### src/rtl/fft_reorder_ctrl_if.sv
// Control/status bundle between the FFT reorder controller and its
// environment: enable, frame start, read-order select, RAM control and
// output flags.
interface fft_reorder_ctrl_if #(
    parameter int AW = 6
);
    logic          ED;
    logic          START;
    logic          BITREV;
    logic          RAM_ED;
    logic          RAM_WE;
    logic [AW-1:0] RAM_ADDR;
    logic          RDY;
    logic          BUSY;
    logic          START_ERR;

    // Controller side
    modport slave (
        input  ED, START, BITREV,
        output RAM_ED, RAM_WE, RAM_ADDR, RDY, BUSY, START_ERR
    );

    // Environment side
    modport master (
        output ED, START, BITREV,
        input  RAM_ED, RAM_WE, RAM_ADDR, RDY, BUSY, START_ERR
    );
endinterface

### src/rtl/fft_reorder_ctrl.sv
// FFT output reorder controller. Loads one N-sample frame into a single-port
// RAM in natural order, then drains it in bit-reversed or natural order and
// flags each valid RAM output word with RDY.
module fft_reorder_ctrl #(
    parameter int AW  = 6,
    parameter int LAT = 2
) (
    input  logic               CLK,
    input  logic               RST,
    fft_reorder_ctrl_if.slave  bus
);
    localparam logic [AW-1:0] LAST = '1;

    typedef enum logic [1:0] {IDLE, LOAD, DRAIN} state_t;

    state_t         state_reg;
    logic [AW-1:0]  cnt_reg;
    logic [AW-1:0]  cnt_rev;
    logic           brv_reg;
    logic           busy_reg;
    logic           start_err_reg;
    logic [LAT-1:0] rdy_pipe_reg;
    logic           ram_we_next;
    logic [AW-1:0]  ram_addr_next;

    // Bit-reversed view of the counter: bit gi takes counter bit AW-1-gi.
    generate
        for (genvar gi = 0; gi < AW; gi++) begin : g_rev
            assign cnt_rev[gi] = cnt_reg[AW-1-gi];
        end
    endgenerate

    // Frame sequencer: load N samples, then drain N addresses; all steps gated by ED.
    always_ff @(posedge CLK) begin
        if (RST) begin
            state_reg <= IDLE;
            cnt_reg   <= '0;
            brv_reg   <= 1'b0;
            busy_reg  <= 1'b0;
        end else if (bus.ED) begin
            case (state_reg)
                IDLE: begin
                    if (bus.START) begin
                        // Sample 0 is written in this cycle, so LOAD resumes at address 1.
                        cnt_reg   <= AW'(1);
                        brv_reg   <= bus.BITREV;
                        state_reg <= LOAD;
                        busy_reg  <= 1'b1;
                    end
                end
                LOAD: begin
                    if (cnt_reg == LAST) begin
                        cnt_reg   <= '0;
                        state_reg <= DRAIN;
                    end else begin
                        cnt_reg <= cnt_reg + AW'(1);
                    end
                end
                DRAIN: begin
                    if (cnt_reg == LAST) begin
                        cnt_reg   <= '0;
                        state_reg <= IDLE;
                        busy_reg  <= 1'b0;
                    end else begin
                        cnt_reg <= cnt_reg + AW'(1);
                    end
                end
                default: begin
                    cnt_reg   <= '0;
                    state_reg <= IDLE;
                    busy_reg  <= 1'b0;
                end
            endcase
        end
    end

    // One-cycle error pulse for a START that arrives while a frame is in progress.
    always_ff @(posedge CLK) begin
        if (RST) begin
            start_err_reg <= 1'b0;
        end else begin
            start_err_reg <= bus.ED && bus.START && (state_reg != IDLE);
        end
    end

    // Read-valid pipeline tracking the RAM read latency; shifts only on ED cycles.
    always_ff @(posedge CLK) begin
        if (RST) begin
            rdy_pipe_reg <= '0;
        end else if (bus.ED) begin
            rdy_pipe_reg[0] <= (state_reg == DRAIN);
            for (int i = 1; i < LAT; i++) begin
                rdy_pipe_reg[i] <= rdy_pipe_reg[i-1];
            end
        end
    end

    // RAM write enable and address decode from the current state.
    always_comb begin
        ram_we_next   = 1'b0;
        ram_addr_next = '0;
        case (state_reg)
            IDLE:  ram_we_next = bus.START;
            LOAD: begin
                ram_we_next   = 1'b1;
                ram_addr_next = cnt_reg;
            end
            DRAIN: ram_addr_next = brv_reg ? cnt_rev : cnt_reg;
            default: begin
                ram_we_next   = 1'b0;
                ram_addr_next = '0;
            end
        endcase
    end

    assign bus.RAM_ED    = bus.ED;
    assign bus.RAM_WE    = ram_we_next;
    assign bus.RAM_ADDR  = ram_addr_next;
    // DO is frozen while ED is low, so RDY is qualified by ED to flag each word exactly once.
    assign bus.RDY       = rdy_pipe_reg[LAT-1] & bus.ED;
    assign bus.BUSY      = busy_reg;
    assign bus.START_ERR = start_err_reg;
endmodule

### src/flat_wrapper.sv
// flat-port wrapper written by rule: the top's interface ports become plain ports
module fft_reorder_ctrl_flat 
#(
    parameter int AW  = 6,
    parameter int LAT = 2
)
  (CLK, RST, bus_ED, bus_START, bus_BITREV, bus_RAM_ED, bus_RAM_WE, bus_RAM_ADDR, bus_RDY, bus_BUSY, bus_START_ERR);
  fft_reorder_ctrl_if #(.AW(AW)) bus_i ();
  input  logic CLK;
  input  logic RST;
  input wire logic [$bits(bus_i.ED)-1:0] bus_ED;
  input wire logic [$bits(bus_i.START)-1:0] bus_START;
  input wire logic [$bits(bus_i.BITREV)-1:0] bus_BITREV;
  output wire logic [$bits(bus_i.RAM_ED)-1:0] bus_RAM_ED;
  output wire logic [$bits(bus_i.RAM_WE)-1:0] bus_RAM_WE;
  output wire logic [$bits(bus_i.RAM_ADDR)-1:0] bus_RAM_ADDR;
  output wire logic [$bits(bus_i.RDY)-1:0] bus_RDY;
  output wire logic [$bits(bus_i.BUSY)-1:0] bus_BUSY;
  output wire logic [$bits(bus_i.START_ERR)-1:0] bus_START_ERR;
  assign bus_i.ED = bus_ED;
  assign bus_i.START = bus_START;
  assign bus_i.BITREV = bus_BITREV;
  assign bus_RAM_ED = bus_i.RAM_ED;
  assign bus_RAM_WE = bus_i.RAM_WE;
  assign bus_RAM_ADDR = bus_i.RAM_ADDR;
  assign bus_RDY = bus_i.RDY;
  assign bus_BUSY = bus_i.BUSY;
  assign bus_START_ERR = bus_i.START_ERR;
  fft_reorder_ctrl #(.AW(AW), .LAT(LAT)) u_core (.CLK(CLK), .RST(RST), .bus(bus_i));
endmodule
### config.mk
export PLATFORM = sky130hd
export DESIGN_NAME = fft_reorder_ctrl_flat
export DESIGN_NICKNAME = d
export VERILOG_FILES = /design/src/rtl/fft_reorder_ctrl_if.sv /design/src/rtl/fft_reorder_ctrl.sv /design/src/flat_wrapper.sv
export SDC_FILE = /design/constraint.sdc
export NUM_CORES = 1
export LEC_CHECK = 0
export ABC_AREA = 1
export BUFFER_PORTS_ARGS = -buffer_cell sky130_fd_sc_hd__buf_2
export CAP_MARGIN = 20
export CORE_UTILIZATION = 47
export DETAILED_ROUTE_END_ITERATION = 7
export GPL_TIMING_DRIVEN = 1
export PLACE_DENSITY = 0.71
export SLEW_MARGIN = 20
export SYNTH_ARGS = -nofsm -noshare
export SYNTH_HDL_FRONTEND = slang
export SYNTH_SLANG_ARGS = --single-unit
### constraint.sdc
create_clock -name CLK -period 1.25 [get_ports CLK]
set_input_delay 0.1875 -clock CLK [delete_from_list [all_inputs] [get_ports CLK]]
set_output_delay 0.1875 -clock CLK [all_outputs]
set_load 0.005 [all_outputs]
==> results.tsv, run 1 <==
stage	metric	value	unit
timing	setup_viol	16	
yosys	avgSynthCellArea	7.143	µm²
global_routing	grt_pass1_vias	786	
setup_path	crit_fanout	6	
power	leakage	0.5332	nW
route	drt_iter0_markers	59	
place	finalWeightedCongestion	0.8304	
setup_path	worst-setup-path-type	reg -> out	
yosys	ys_warn_count	0	
yosys	ys_ff_latch	13	
timing	post-route-period-util	124.6	%
die	die-area	1839	µm²
place	dpl.hpwl	1430	µm
timing	rsz0062_at_grt	yes	
cts	cts_tree	built	
power	power	1.282	mW
setup_path	slowest_stage	dfxtp_4	
yosys	netlist_area	785.8	µm²
outcome	failed_checks	setup timing	
die	die_h	42.89	µm
die	initial_core_util	50.97	%
setup_path	start_kind	flip-flop	
global_routing	grt.overflow.total	0	
cts	ctsLongestPathBuffers	2	
global_routing	track_usage	25.04	%
setup_path	cp-end-kind	output pin	
layout	final_cells	162	
timing	finClkSkew	2.595	ps
timing	fin_crit	1558	ps
power	peakVddDrop	0.0008369	V
timing	finalMaxSlewViolations	0	
layout	final_cell_mix	buf_2, nand2_1, nor2_1, buf_4, dfxtp_1	
cts	hold_buffers	0	
place	io_buffers	15	
yosys	post_synth_num_cell_types	22	
route	routed_wl	2429	µm
yosys	synth_top_area_share	33.12	%
cts	clk_pin_slew_worst_paths	90	ps
layout	drive_gt1_share	55.48	%
run	maxCapViolCount	0	
yosys	ys_seq_area_share	33.12	%
layout	multi_input_area	640.6	µm²
setup_path	cp_data_arrival_time	1370	ps
cts	cts_root_buffer	clkbuf_4	
die	ioPinCount	16	
place	dpl_cell_area	977.2	µm²
global_routing	antenna_found_initial	0	
cts	cts_made_buffers	3	
layout	fin_area	1264	µm²
timing	max_clock_freq	641.8	MHz
place	dp.cells	152	
power	power_density	1015	nW/µm²
layout	diodes	0	
route	viasPerCell	5.840	
timing	fin_tns_setup	-2802	ps
layout	nets	157	
route	routedWlPerCell	14.99	µm
timing	hold_viol	0	
die	rows	14	
timing	worst_slack	-308.0	ps
die	chipWidth	42.89	µm
place	dp_slack	-185.5	ps
timing	relSlewSlack	83.03	%
timing	holdWs	178.2	ps
die	coreArea	1541	µm²
cts	cts_max_level	1	
route	vias	946	
yosys	yosys-top-cells-area	dfxtp_1, nand2_1, ha_1	
cts	clock-sinks	13	
route	firstDrtPassIters	5	
timing	worst_pin_slew	253.7	ps
cts	clock_latency	280	ps
setup_path	critPathRequiredTime	1060	ps
yosys	syn_nets	120	
route	drc	0	
yosys	synthCells	110	
global_routing	grt_max_degree	9	
hold_path	hold_path_class	in -> reg	
layout	regArea	269.0	µm²
route	postRouteAntennaNets	0	
layout	layout_commonest_cell	buf_2	
yosys	synth_top_cell_by_area	dfxtp_1	
setup_path	path_common_cell	nand2_4	
layout	fillers	100	
global_routing	grt_pass1_wl	3450	µm
setup_path	timing.critical_path.cells	inv_4 > ha_4 > nand2_4 > nand2_4 > a22oi_2 > nor2_1 > buf_2	
layout	final_util	81.98	%
setup_path	max_stage_delay	390	ps
layout	area_growth	60.83	%
outcome	status	finished with violations	
layout	largest_reg_flops	6	
[kinds of logic (layout without fill, tap and decap cells)]
group | count (synthesis) | count (layout) | synth area share, %
compound gates | 24 | 25 | 20.38
xor+xnor | 1 | 1 | 1.115
fa+ha+maj | 5 | 5 | 7.962
buf+inv | 17 | 52 | 9.555
flops | 13 | 13 | 33.12
simple gates | 50 | 50 | 27.86
[metal layers]
metal,part of all wire [%],global-route usage [%],routed length (µm)
met1,44,30.81,1064
met2,49,43.33,1182
met3,5.6,5.106,136
met4,1.9,7.500,45
met5,0,0,0
[power by group]
group          leakage (nW)  internal (mW)  switching (mW)
registers             0.108          0.440          0.0236
logic                 0.408          0.252           0.285
clock network        0.0177          0.119           0.163
[repair_timing]
item,CTS,global route
gates cloned,1,0
resized for setup,25,31
endpoints found under the setup margin,16,17
setup buffers,1,4
pin swaps,6,11
[layout make-up]
cell class	instances	area share [%]
multi-input combinational	81	50.69
sequential	13	21.29
timing repair buffer	33	18.42
inverter	15	5.842
clock buffer	3	1.782
tap	16	1.584
clock inverter	1	0.3960
[cells in the mapped netlist]
library cell and instances:
inv_1 13, xor2_1 1, nand2_1 20, o21ai_0 3, dfxtp_1 13, a211oi_2 1
a21oi_1 9, buf_6 1, nand3_1 7, nand4_1 2, a22oi_1 6, o21ai_1 1
buf_4 1, nor2_2 3, o22ai_1 2, ha_1 5, o21ai_2 1, o21ai_4 1
nand3_2 1, nor2_1 14, nor3_1 3, inv_2 2
[path summary, 6_finish.rpt]
check / start / endpoint / slack [ps] / cells after the start
hold / removal: bus_BITREV / u_core.brv_reg$_SDFFE_PP0P_ / 180 / 3
hold reg to reg: u_core.rdy_pipe_reg[0]$_SDFFE_PP0P_ / u_core.rdy_pipe_reg[1]$_SDFFE_PP0P_ / 500 / 2
setup / recovery: u_core.state_reg[0]$_SDFFE_PP0P_ / bus_RAM_ADDR[2] / -310 / 7
setup reg to reg: u_core.state_reg[1]$_SDFFE_PP0P_ / u_core.cnt_reg[3]$_SDFFE_PP0P_ / -170 / 8
[worst max-delay path: cells and delay by family (launching register included)]
kind	cells	cell delay (ps)
DFF	1	390
and+or+nand+nor	3	220
adders and majority gates	1	180
buffers and inverters	2	170
AOI/OAI and AO/OA	1	120
Power figures use the tool's default switching activity.
==> run 2: changes to the inputs <==
--- a/config.mk
+++ b/config.mk
@@ -8,10 +8,10 @@
 export ABC_AREA = 1
 export BUFFER_PORTS_ARGS = -buffer_cell sky130_fd_sc_hd__buf_2
 export CAP_MARGIN = 20
-export CORE_UTILIZATION = 47
+export CORE_UTILIZATION = 52
 export DETAILED_ROUTE_END_ITERATION = 7
 export GPL_TIMING_DRIVEN = 1
-export PLACE_DENSITY = 0.71
+export PLACE_DENSITY = 0.74
 export SLEW_MARGIN = 20
 export SYNTH_ARGS = -nofsm -noshare
 export SYNTH_HDL_FRONTEND = slang
==> constraint.sdc (replaced) <==
create_clock -name CLK -period 1.55 [get_ports CLK]
set_input_delay 0.31 -clock CLK [delete_from_list [all_inputs] [get_ports CLK]]
set_output_delay 0.31 -clock CLK [all_outputs]
set_load 0.005 [all_outputs]
==> run 2 against run 1 <==
The flow still finishes with violations (setup timing). Non-clock buffer count shrank 13. Via count shrank 15%. Sequential power shrank 18%. Final cell count shrank 9.3%. Power shrank 33%. Combinational power shrank 50%. First-iteration DRC count shrank 39%. Utilization shrank 5.1 points. Clock power shrank 23%. Flip-flop and latch count is the same. Die area shrank 9.2%. Largest cell class unchanged.
==> results.tsv, run 2 (same netlist as run 1, synthesis figures left out) <==
stage	metric	value	unit
setup_path	startpoint	u_core.state_reg[0]$_SDFFE_PP0P_	
global_routing	track_usage	24.30	%
timing	holdWs	293.3	ps
outcome	failed_checks	setup timing	
setup_path	cp_data_arrival_time	1360	ps
setup_path	r2r-start	u_core.state_reg[0]$_SDFFE_PP0P_	
route	routedWlPerCell	12.76	µm
power	power	0.8611	mW
power	peakVddDrop	0.0007400	V
timing	fin_tns_setup	-668.8	ps
cts	hold_buffers	0	
timing	max_clock_freq	597.5	MHz
cts	ctsLongestPathBuffers	2	
global_routing	grt.overflow.total	0	
global_routing	antenna_found_initial	0	
setup_path	start_kind	flip-flop	
layout	diodes	0	
timing	setup_viol	6	
route	firstDrtPassIters	4	
timing	rsz0062_at_grt	yes	
place	dp_slack	-2.513	ps
die	die-area	1670	µm²
die	rows	13	
timing	finalMaxSlewViolations	0	
run	maxCapViolCount	0	
layout	area_growth	32.17	%
timing	relSlewSlack	78.56	%
setup_path	r2r_slack	90	ps
layout	nets	143	
layout	final_cells	147	
hold_path	hold_start	RST	
setup_path	cp-end-kind	output pin	
timing	worst_slack	-123.6	ps
cts	cts_made_buffers	3	
layout	final_cell_mix	nand2_1, buf_2, nor2_1	
setup_path	worst-setup-path-type	reg -> out	
place	io_buffers	15	
cts	cts_tree	built	
timing	hold_viol	0	
route	drc	0	
cts	clock-sinks	13	
route	postRouteAntennaNets	0	
global_routing	grt_max_degree	10	
layout	layout_commonest_cell	nand2_1	
route	vias	801	
layout	fillers	104	
route	drt_iter0_markers	36	
hold_path	hold_path_class	in -> reg	
die	die_h	40.87	µm
layout	drive_gt1_share	40.91	%
route	viasPerCell	5.449	
global_routing	grt_pass1_vias	632	
die	initial_core_util	58.20	%
timing	finClkSkew	2.011	ps
layout	largest_reg_flops	6	
global_routing	grt_pass1_wl	2670	µm
place	dpl.hpwl	1265	µm
timing	fin_crit	1674	ps
place	dpl_cell_area	875.8	µm²
outcome	status	finished with violations	
power	leakage	0.4386	nW
timing	post-route-period-util	108.0	%
route	routed_wl	1875	µm
layout	fin_area	1039	µm²
layout	final_util	76.92	%
die	ioPinCount	16	
die	chipWidth	40.87	µm
cts	cts_root_buffer	clkbuf_4	
setup_path	critPathRequiredTime	1240	ps
place	dp.cells	140	
die	coreArea	1350	µm²
setup_path	crit_fanout	6	
place	finalWeightedCongestion	0.8542	
cts	clk_pin_slew_worst_paths	80	ps
cts	cts_max_level	1	
power	power_density	829.1	nW/µm²
timing	worst_pin_slew	321.5	ps
cts	clock_latency	280	ps
==> run 2: changes by cell type in the layout (fill, tap and decap cells not counted), moves of 3 or more <==
| cell | delta |
|---|---|
| buf_4 | -7 |
| buf_6 | -6 |
| nand2_1 | +4 |
| nand2_2 | -4 |
| a21oi_1 | +3 |
| a21oi_2 | -3 |
==> run 2: worst max-delay path: stages (launching register included) <==
cell     delay (ps)
dfxtp_4         400
inv_4            50
ha_4            180
nand2_4          70
inv_6            50
a22oi_2         160
nor2_1           50
buf_2           120
==> run 2: power by group <==
| group | leakage, nW | total, mW | switching, mW | internal (mW) |
|---|---|---|---|---|
| combinational | 0.315 | 0.266 | 0.159 | 0.107 |
| sequential | 0.108 | 0.380 | 0.0249 | 0.355 |
| clock | 0.0150 | 0.216 | 0.115 | 0.100 |
==> run 2: worst paths after layout <==
path	endpoint	cells past startpoint
worst min-delay path	u_core.cnt_reg[1]$_SDFFE_PP0P_	2
worst max-delay path	bus_RAM_ADDR[2]	7
worst max register to register	u_core.bus.BUSY$_SDFFE_PP0P_	7
worst min register to register	u_core.rdy_pipe_reg[1]$_SDFFE_PP0P_	2
==> run 2: metal layers <==
layer	vias up	part of all wire, %	global-route usage (%)
met2	27	45	37.50
met4	0	2.9	10.00
met5	-	0	0
li1	412	-	-
met3	7	5.8	3.261
met1	355	46	33.44
==> run 2: final cells by class <==
class | count | area [µm²] | share of cell area [%]
timing repair buffer | 20 | 112.6 | 10.84
multi-input combinational | 80 | 541.8 | 52.17
clock buffer | 4 | 26.28 | 2.530
sequential | 13 | 270.3 | 26.02
tap | 15 | 18.77 | 1.807
inverter | 15 | 68.82 | 6.626
==> run 2: timing repair <==
item                                    4_1_cts  5_1_grt
pin swaps                                     5        5
resized for setup                            22       13
buffers inserted                              3        0
endpoints found under the setup margin        7       10
